**config.mk**
```make
export PLATFORM = sky130hd
export DESIGN_NAME = openstrive_mem_bus_adapter_flat
export DESIGN_NICKNAME = d
export VERILOG_FILES = /design/src/rtl/openstrive_soc_pkg.sv /design/src/rtl/openstrive_mem_bus_adapter_if.sv /design/src/rtl/openstrive_wait_counter.sv /design/src/rtl/openstrive_mem_bus_adapter.sv /design/src/flat_wrapper.sv
export SDC_FILE = /design/constraint.sdc
export NUM_CORES = 1
export LEC_CHECK = 0
export BUFFER_PORTS_ARGS = -buffer_cell sky130_fd_sc_hd__buf_2
export CAP_MARGIN = 20
export CORE_ASPECT_RATIO = 0.8
export CORE_MARGIN = 5
export CORE_UTILIZATION = 45
export DETAILED_ROUTE_END_ITERATION = 10
export HOLD_SLACK_MARGIN = 0.15
export PLACE_DENSITY = 0.94
export SLEW_MARGIN = 20
export SYNTH_ARGS = -nofsm -noshare
export SYNTH_HDL_FRONTEND = slang
export SYNTH_SLANG_ARGS = --single-unit
```
**constraint.sdc**
```tcl
create_clock -name clk -period 2.65 [get_ports clk]
set_clock_uncertainty 0.15 [all_clocks]
set_input_delay 0 -clock clk [delete_from_list [all_inputs] [get_ports clk]]
set_output_delay 0 -clock clk [all_outputs]
set_load 0.01 [all_outputs]
```
**src/rtl/openstrive_soc_pkg.sv**
```systemverilog
// Shared SoC definitions for the memory bus adapter: FSM state encoding,
// memory word size and the byte-address to word-offset helper.
package openstrive_soc_pkg;

    typedef enum logic [1:0] {
        IDLE,
        WAIT,
        ACCESS,
        RESP
    } state_e;

    localparam int OPENSTRIVE_MEM_WORD_BYTES = 4;

    // Word offset from a byte address; wraps modulo 2^32, low address bits drop out.
    function automatic logic [31:0] word_offset(input logic [31:0] addr, input logic [31:0] base);
        return (addr - base) >> $clog2(OPENSTRIVE_MEM_WORD_BYTES);
    endfunction

endpackage

```
**src/rtl/openstrive_mem_bus_adapter_if.sv**
```systemverilog
// Request/grant/response data bus between a core (master) and the memory
// bus adapter (slave).
interface openstrive_mem_bus_adapter_if;

    logic        data_req_i;
    logic        data_gnt_o;
    logic        data_we_i;
    logic [3:0]  data_be_i;
    logic [31:0] data_addr_i;
    logic [31:0] data_wdata_i;
    logic        data_rvalid_o;
    logic [31:0] data_rdata_o;
    logic        data_err_o;

    modport master (
        output data_req_i, data_we_i, data_be_i, data_addr_i, data_wdata_i,
        input  data_gnt_o, data_rvalid_o, data_rdata_o, data_err_o
    );

    modport slave (
        input  data_req_i, data_we_i, data_be_i, data_addr_i, data_wdata_i,
        output data_gnt_o, data_rvalid_o, data_rdata_o, data_err_o
    );

endinterface

```
**src/rtl/openstrive_wait_counter.sv**
```systemverilog
// Down-counter for the adapter's wait states: load, decrement to zero, zero flag.
module openstrive_wait_counter #(
    parameter int WIDTH = 1
) (
    input  logic             clk,
    input  logic             rst,
    input  logic             load_i,
    input  logic             dec_i,
    input  logic [WIDTH-1:0] load_val_i,
    output logic             zero_o
);

    logic [WIDTH-1:0] cnt_q;

    always_ff @(posedge clk) begin
        if (rst) begin
            cnt_q <= '0;
        end else if (load_i) begin
            cnt_q <= load_val_i;
        end else if (dec_i && (cnt_q != '0)) begin
            cnt_q <= cnt_q - WIDTH'(1);
        end
    end

    assign zero_o = (cnt_q == '0);

endmodule

```
**src/rtl/openstrive_mem_bus_adapter.sv**
```systemverilog
// Single-outstanding adapter from a req/gnt/rvalid data bus to a synchronous SRAM port.
// Define OPENSTRIVE_MEM_RANGE_CHECK_EN to reject word offsets >= WORDS with data_err_o.
module openstrive_mem_bus_adapter
    import openstrive_soc_pkg::*;
#(
    parameter int          WORDS       = 128,
    parameter logic [31:0] BASE_ADDR   = 32'h0000_0000,
    parameter int          WAIT_STATES = 0
) (
    input  logic                          clk,
    input  logic                          rst,
    openstrive_mem_bus_adapter_if.slave   bus,
    output logic                          mem_ena_o,
    output logic [3:0]                    mem_wen_o,
    output logic [21:0]                   mem_addr_o,
    output logic [31:0]                   mem_wdata_o,
    input  logic [31:0]                   mem_rdata_i
);

    localparam int CNT_W     = (WAIT_STATES > 1) ? $clog2(WAIT_STATES) : 1;
    localparam int WAIT_LOAD = (WAIT_STATES > 0) ? WAIT_STATES - 1 : 0;

    state_e      state_q, state_d;
    logic        we_q, we_d;
    logic [3:0]  be_q, be_d;
    logic [31:0] wdata_q, wdata_d;
    logic [21:0] offset_q, offset_d;
    logic        oor_q, oor_d;

    logic        gnt;
    logic        req_oor;
    logic        cnt_load, cnt_dec, cnt_zero;
    logic        rvalid_c, err_c;
    logic [31:0] rdata_c;

`ifdef OPENSTRIVE_MEM_RANGE_CHECK_EN
    assign req_oor = (word_offset(bus.data_addr_i, BASE_ADDR) >= 32'(WORDS));
`else
    assign req_oor = 1'b0;
`endif

    assign gnt = bus.data_req_i && ((state_q == IDLE) || (state_q == RESP));

    openstrive_wait_counter #(
        .WIDTH (CNT_W)
    ) u_wait_counter (
        .clk        (clk),
        .rst        (rst),
        .load_i     (cnt_load),
        .dec_i      (cnt_dec),
        .load_val_i (CNT_W'(WAIT_LOAD)),
        .zero_o     (cnt_zero)
    );

    always_ff @(posedge clk) begin
        if (rst) begin
            state_q  <= IDLE;
            we_q     <= 1'b0;
            be_q     <= 4'b0000;
            wdata_q  <= 32'h0;
            offset_q <= 22'h0;
            oor_q    <= 1'b0;
        end else begin
            state_q  <= state_d;
            we_q     <= we_d;
            be_q     <= be_d;
            wdata_q  <= wdata_d;
            offset_q <= offset_d;
            oor_q    <= oor_d;
        end
    end

    always_comb begin
        state_d     = state_q;
        we_d        = we_q;
        be_d        = be_q;
        wdata_d     = wdata_q;
        offset_d    = offset_q;
        oor_d       = oor_q;
        cnt_load    = 1'b0;
        cnt_dec     = 1'b0;
        mem_ena_o   = 1'b0;
        mem_wen_o   = 4'b0000;
        mem_addr_o  = 22'h0;
        mem_wdata_o = 32'h0;
        rvalid_c    = 1'b0;
        rdata_c     = 32'h0;
        err_c       = 1'b0;

        case (state_q)
            IDLE: ;
            WAIT: begin
                cnt_dec = 1'b1;
                if (cnt_zero) state_d = ACCESS;
            end
            ACCESS: begin
                // A flagged out-of-range access still walks ACCESS so latency is unchanged.
                mem_ena_o   = !oor_q;
                mem_wen_o   = (we_q && !oor_q) ? be_q : 4'b0000;
                mem_addr_o  = offset_q;
                mem_wdata_o = wdata_q;
                state_d     = RESP;
            end
            RESP: begin
                rvalid_c = 1'b1;
                rdata_c  = (we_q || oor_q) ? 32'h0 : mem_rdata_i;
`ifdef OPENSTRIVE_MEM_RANGE_CHECK_EN
                err_c    = oor_q;
`endif
                state_d  = IDLE;
            end
            default: state_d = IDLE;
        endcase

        if (gnt) begin
            we_d     = bus.data_we_i;
            be_d     = bus.data_be_i;
            wdata_d  = bus.data_wdata_i;
            offset_d = 22'(word_offset(bus.data_addr_i, BASE_ADDR));
            oor_d    = req_oor;
            if (WAIT_STATES > 0) begin
                state_d  = WAIT;
                cnt_load = 1'b1;
            end else begin
                state_d  = ACCESS;
            end
        end

        // Reset silences the memory and response sides in the reset cycle itself.
        if (rst) begin
            mem_ena_o   = 1'b0;
            mem_wen_o   = 4'b0000;
            mem_addr_o  = 22'h0;
            mem_wdata_o = 32'h0;
            rvalid_c    = 1'b0;
            rdata_c     = 32'h0;
            err_c       = 1'b0;
        end
    end

    assign bus.data_gnt_o    = gnt;
    assign bus.data_rvalid_o = rvalid_c;
    assign bus.data_rdata_o  = rdata_c;
    assign bus.data_err_o    = err_c;

endmodule

```
**src/flat_wrapper.sv**
```systemverilog
// flat-port wrapper written by rule: the top's interface ports become plain ports
module openstrive_mem_bus_adapter_flat import openstrive_soc_pkg::*;
#(
    parameter int          WORDS       = 128,
    parameter logic [31:0] BASE_ADDR   = 32'h0000_0000,
    parameter int          WAIT_STATES = 0
)
  (clk, rst, mem_ena_o, mem_wen_o, mem_addr_o, mem_wdata_o, mem_rdata_i, bus_data_req_i, bus_data_we_i, bus_data_be_i, bus_data_addr_i, bus_data_wdata_i, bus_data_gnt_o, bus_data_rvalid_o, bus_data_rdata_o, bus_data_err_o);
  openstrive_mem_bus_adapter_if bus_i ();
  input  logic clk;
  input  logic rst;
  output logic mem_ena_o;
  output logic [3:0] mem_wen_o;
  output logic [21:0] mem_addr_o;
  output logic [31:0] mem_wdata_o;
  input  logic [31:0] mem_rdata_i;
  input wire logic [$bits(bus_i.data_req_i)-1:0] bus_data_req_i;
  input wire logic [$bits(bus_i.data_we_i)-1:0] bus_data_we_i;
  input wire logic [$bits(bus_i.data_be_i)-1:0] bus_data_be_i;
  input wire logic [$bits(bus_i.data_addr_i)-1:0] bus_data_addr_i;
  input wire logic [$bits(bus_i.data_wdata_i)-1:0] bus_data_wdata_i;
  output wire logic [$bits(bus_i.data_gnt_o)-1:0] bus_data_gnt_o;
  output wire logic [$bits(bus_i.data_rvalid_o)-1:0] bus_data_rvalid_o;
  output wire logic [$bits(bus_i.data_rdata_o)-1:0] bus_data_rdata_o;
  output wire logic [$bits(bus_i.data_err_o)-1:0] bus_data_err_o;
  assign bus_i.data_req_i = bus_data_req_i;
  assign bus_i.data_we_i = bus_data_we_i;
  assign bus_i.data_be_i = bus_data_be_i;
  assign bus_i.data_addr_i = bus_data_addr_i;
  assign bus_i.data_wdata_i = bus_data_wdata_i;
  assign bus_data_gnt_o = bus_i.data_gnt_o;
  assign bus_data_rvalid_o = bus_i.data_rvalid_o;
  assign bus_data_rdata_o = bus_i.data_rdata_o;
  assign bus_data_err_o = bus_i.data_err_o;
  openstrive_mem_bus_adapter #(.WORDS(WORDS), .BASE_ADDR(BASE_ADDR), .WAIT_STATES(WAIT_STATES)) u_core (.clk(clk), .rst(rst), .bus(bus_i), .mem_ena_o(mem_ena_o), .mem_wen_o(mem_wen_o), .mem_addr_o(mem_addr_o), .mem_wdata_o(mem_wdata_o), .mem_rdata_i(mem_rdata_i));
endmodule
```
==> results.cfg <==
[cells_and_area]
layout-drive-gt1-share_pct = 32.1
final_area_mm2 = 0.00501
fin_nets = 762
areaGrowthSynthToFinish_pct = 72.5

[floorplan]
coreArea_mm2 = 0.00634
rows = 26
initial_core_util_pct = 45.8
die_y_um = 81.8
die_area_mm2 = 0.00817
ioPinCount = 198
dieWidth_um = 99.8

[run_status]
outcome = finished, final reports clean

[detailed_routing]
drt_iter0_markers = 141
vias = 3725
ant_nets = 0
drt_wl_total_um = 12300
via_per_inst = 5.01
drc = 0
firstDrtPassIters = 5
wl_per_cell_um = 16.6

[critical_path]
crit_start = u_core.state_q[0]
worstSetupPathType = reg -> reg
max_stage_delay_ns = 0.57
r2r_end = u_core.wdata_q[1]
endpoint_kind = register
crit_path_end = u_core.wdata_q[1]
worst-endpoint-arrival_ns = 2.62
crit_fanout = 61
reg2reg_from = u_core.state_q[0]
r2r_slack_ns = 0.15
cp.required_ns = 2.78
worst_setup_path_start_kind = register
crit_slowest_cell = dlygate4sd3_1
ff2ff_path_depth = 7
path_cells = inv_1, ha_1, nand2b_2, inv_6, nand2_1, a21oi_1, dlygate4sd3_1

[logic_synthesis]
ys_seq_elements = 62
synthArstFlopShare_pct = 0
syn-cell-area_mm2 = 0.00290
synth_cells = 380
yosys.area.top_type = dfxtp_1
seq_area_frac_synth_pct = 42.8
avgSynthCellArea_um2 = 7.64
synth_fp_nets = 489
synthDominantCellAreaShare_pct = 42.8
synthFlopType = dfxtp_1
synth_common_cells = 119 x nand2_1, 86 x and2_1, 62 x dfxtp_1
yosysMostFrequentCell = nand2_1
ys_types = 23
yosysWarnings = 0
synth-edff-count = 0
ys_top_cells_by_area = dfxtp_1 43%, and2_1 19%, nand2_1 15%, a21oi_1 10%, ha_1 2.2%

[cts]
cts_tree = done
clk_pin_slew_ns = 0.07
post_cts_buffers = 0
clockBufferDepth = 2
cts_made_buffers = 9
clock_latency_ns = 0.33
htreeDepth = 3
cts_sinks = 62
cts_root_buffer = clkbuf_8

[global_route]
grt_max_degree = 62
grt_overflow_total = 0
grt_pass1_wl_um = 19100
first_global_vias = 3895
grt.total_usage_pct = 29.8
antenna_found_initial = 1

[worst_hold_path]
min_path_type = in -> out
holdCritStartpoint = mem_rdata_i[17]

[pwr]
p_leak_nw = 2.56
total_power_mw = 2.45
powerDensity_mw_per_mm2 = 489
ir_worst_vdd_mv = 0.446

[timing]
final.setup.worst_slack_ns = 0.153
setup_violations = 0
final_max_slew_viol_count = 0
tightest_slew_ns = 0.623
fin_crit_sh_pct = 94.2
whs_ns = 0.151
hold_viol = 0
tns_ns = 0
rsz0062_at_grt = no
max_slew_margin_pct = 58.5
max_freq_mhz = 400
period_needed_ns = 2.50

[placed_design]
dp_slack_ns = 0.693
post_dp_cell_area_mm2 = 0.00378
gp_congestion = 0.816
hpwl_um = 6260
portBuffers = 186

[run]
max_cap_viol_count = 0
-- state kept, by name (all words and copies together), names as in the netlist --
register / count
u_core.we_q: 1
u_core.state_q: 2
u_core.offset_q: 22
u_core.be_q: 4
u_core.wdata_q: 32
u_core.u_wait_counter.cnt_q: 1
-- worst min-delay path by stage --
stage                           endpoint  slack (ns)  cells past startpoint
global placement       u_core.wdata_q[8]        0.09                      3
detailed placement    u_core.offset_q[5]         0.1                      3
global route        bus_data_rdata_o[14]        0.17                      3
finish              bus_data_rdata_o[17]        0.15                      3
CTS                 bus_data_rdata_o[14]        0.15                      3
floorplan             u_core.offset_q[0]       -0.01                      2
-- kinds of logic after synthesis --
group / Yosys count / share of synthesized area [%]
AO/OA/AOI/OAI: 62 / 10.8
adder cells (fa/ha/maj): 5 / 2.16
buffers and inverters: 33 / 7.03
flip-flops: 62 / 42.8
multiplexers: 1 / 0.345
other: 1 / 0.129
AND/OR/NAND/NOR: 216 / 36.8
-- per-stage QoR --
stage / std cells / utilization (%)
detailed placement: 624 / 59.6
finish: 744 / 79.0
global route: 743 / 78.9
floorplan: 380 / -
global placement: 624 / 59.6
CTS: 741 / 78.7
-- metal layers --
metal	vias up	track usage, %	part of all wire, %
met5	-	0	0
met4	0	17.3	4.9
met3	59	9.34	8.8
met2	233	55.9	52
met1	1698	29.2	34
li1	1735	-	-
-- area by class of cell --
cell class / instances / area [um2]
Antenna cell: 2 / 5.00
Clock buffer: 10 / 138
Clock inverter: 6 / 61.3
Fill cell: 393 / 1340
Inverter: 3 / 16.3
Multi-Input combinational cell: 285 / 1460
Sequential cell: 62 / 1240
Tap cell: 84 / 105
Timing Repair Buffer: 292 / 1980
-- critical path: cells and delay by family (launching register included) --
family	cells	cell delay (ns)
buf+inv	3	1.02
flops	1	0.40
simple gates	2	0.38
compound gates	1	0.17
fa+ha+maj	1	0.29
-- where the power goes --
part,switching (mW),internal [mW],leakage [nW]
sequential,0.0469,1.02,0.508
combinational,0.296,0.273,1.95
clock,0.364,0.456,0.102
-- what timing repair did --
item / CTS / global route
hold buffers: 101 / 1
endpoints found under the setup margin: 0 / 18
hold endpoints to repair: 83 / 3
resized for setup: 0 / 1
-- placed cells by master, fill, tap and decap left out, drive strengths merged --
master       netlist  final
a311oi             1      1
bufinv             0      1
ha                 5      5
and2b              1      1
and2              86     86
nand2            119    119
nor3               1      1
buf               20    190
o21ai              1      1
clkinvlp           0      1
inv                3      3
mux2i              1      1
dlygate4sd3        0    102
clkbuf            10     10
conb               1      1
nor3b              1      1
dfxtp             62     62
nor2b              2      2
nand2b             1      1
and3               5      5
a21oi             60     60
diode              0      2
clkinv             0      4
Power figures use the tool's default switching activity.
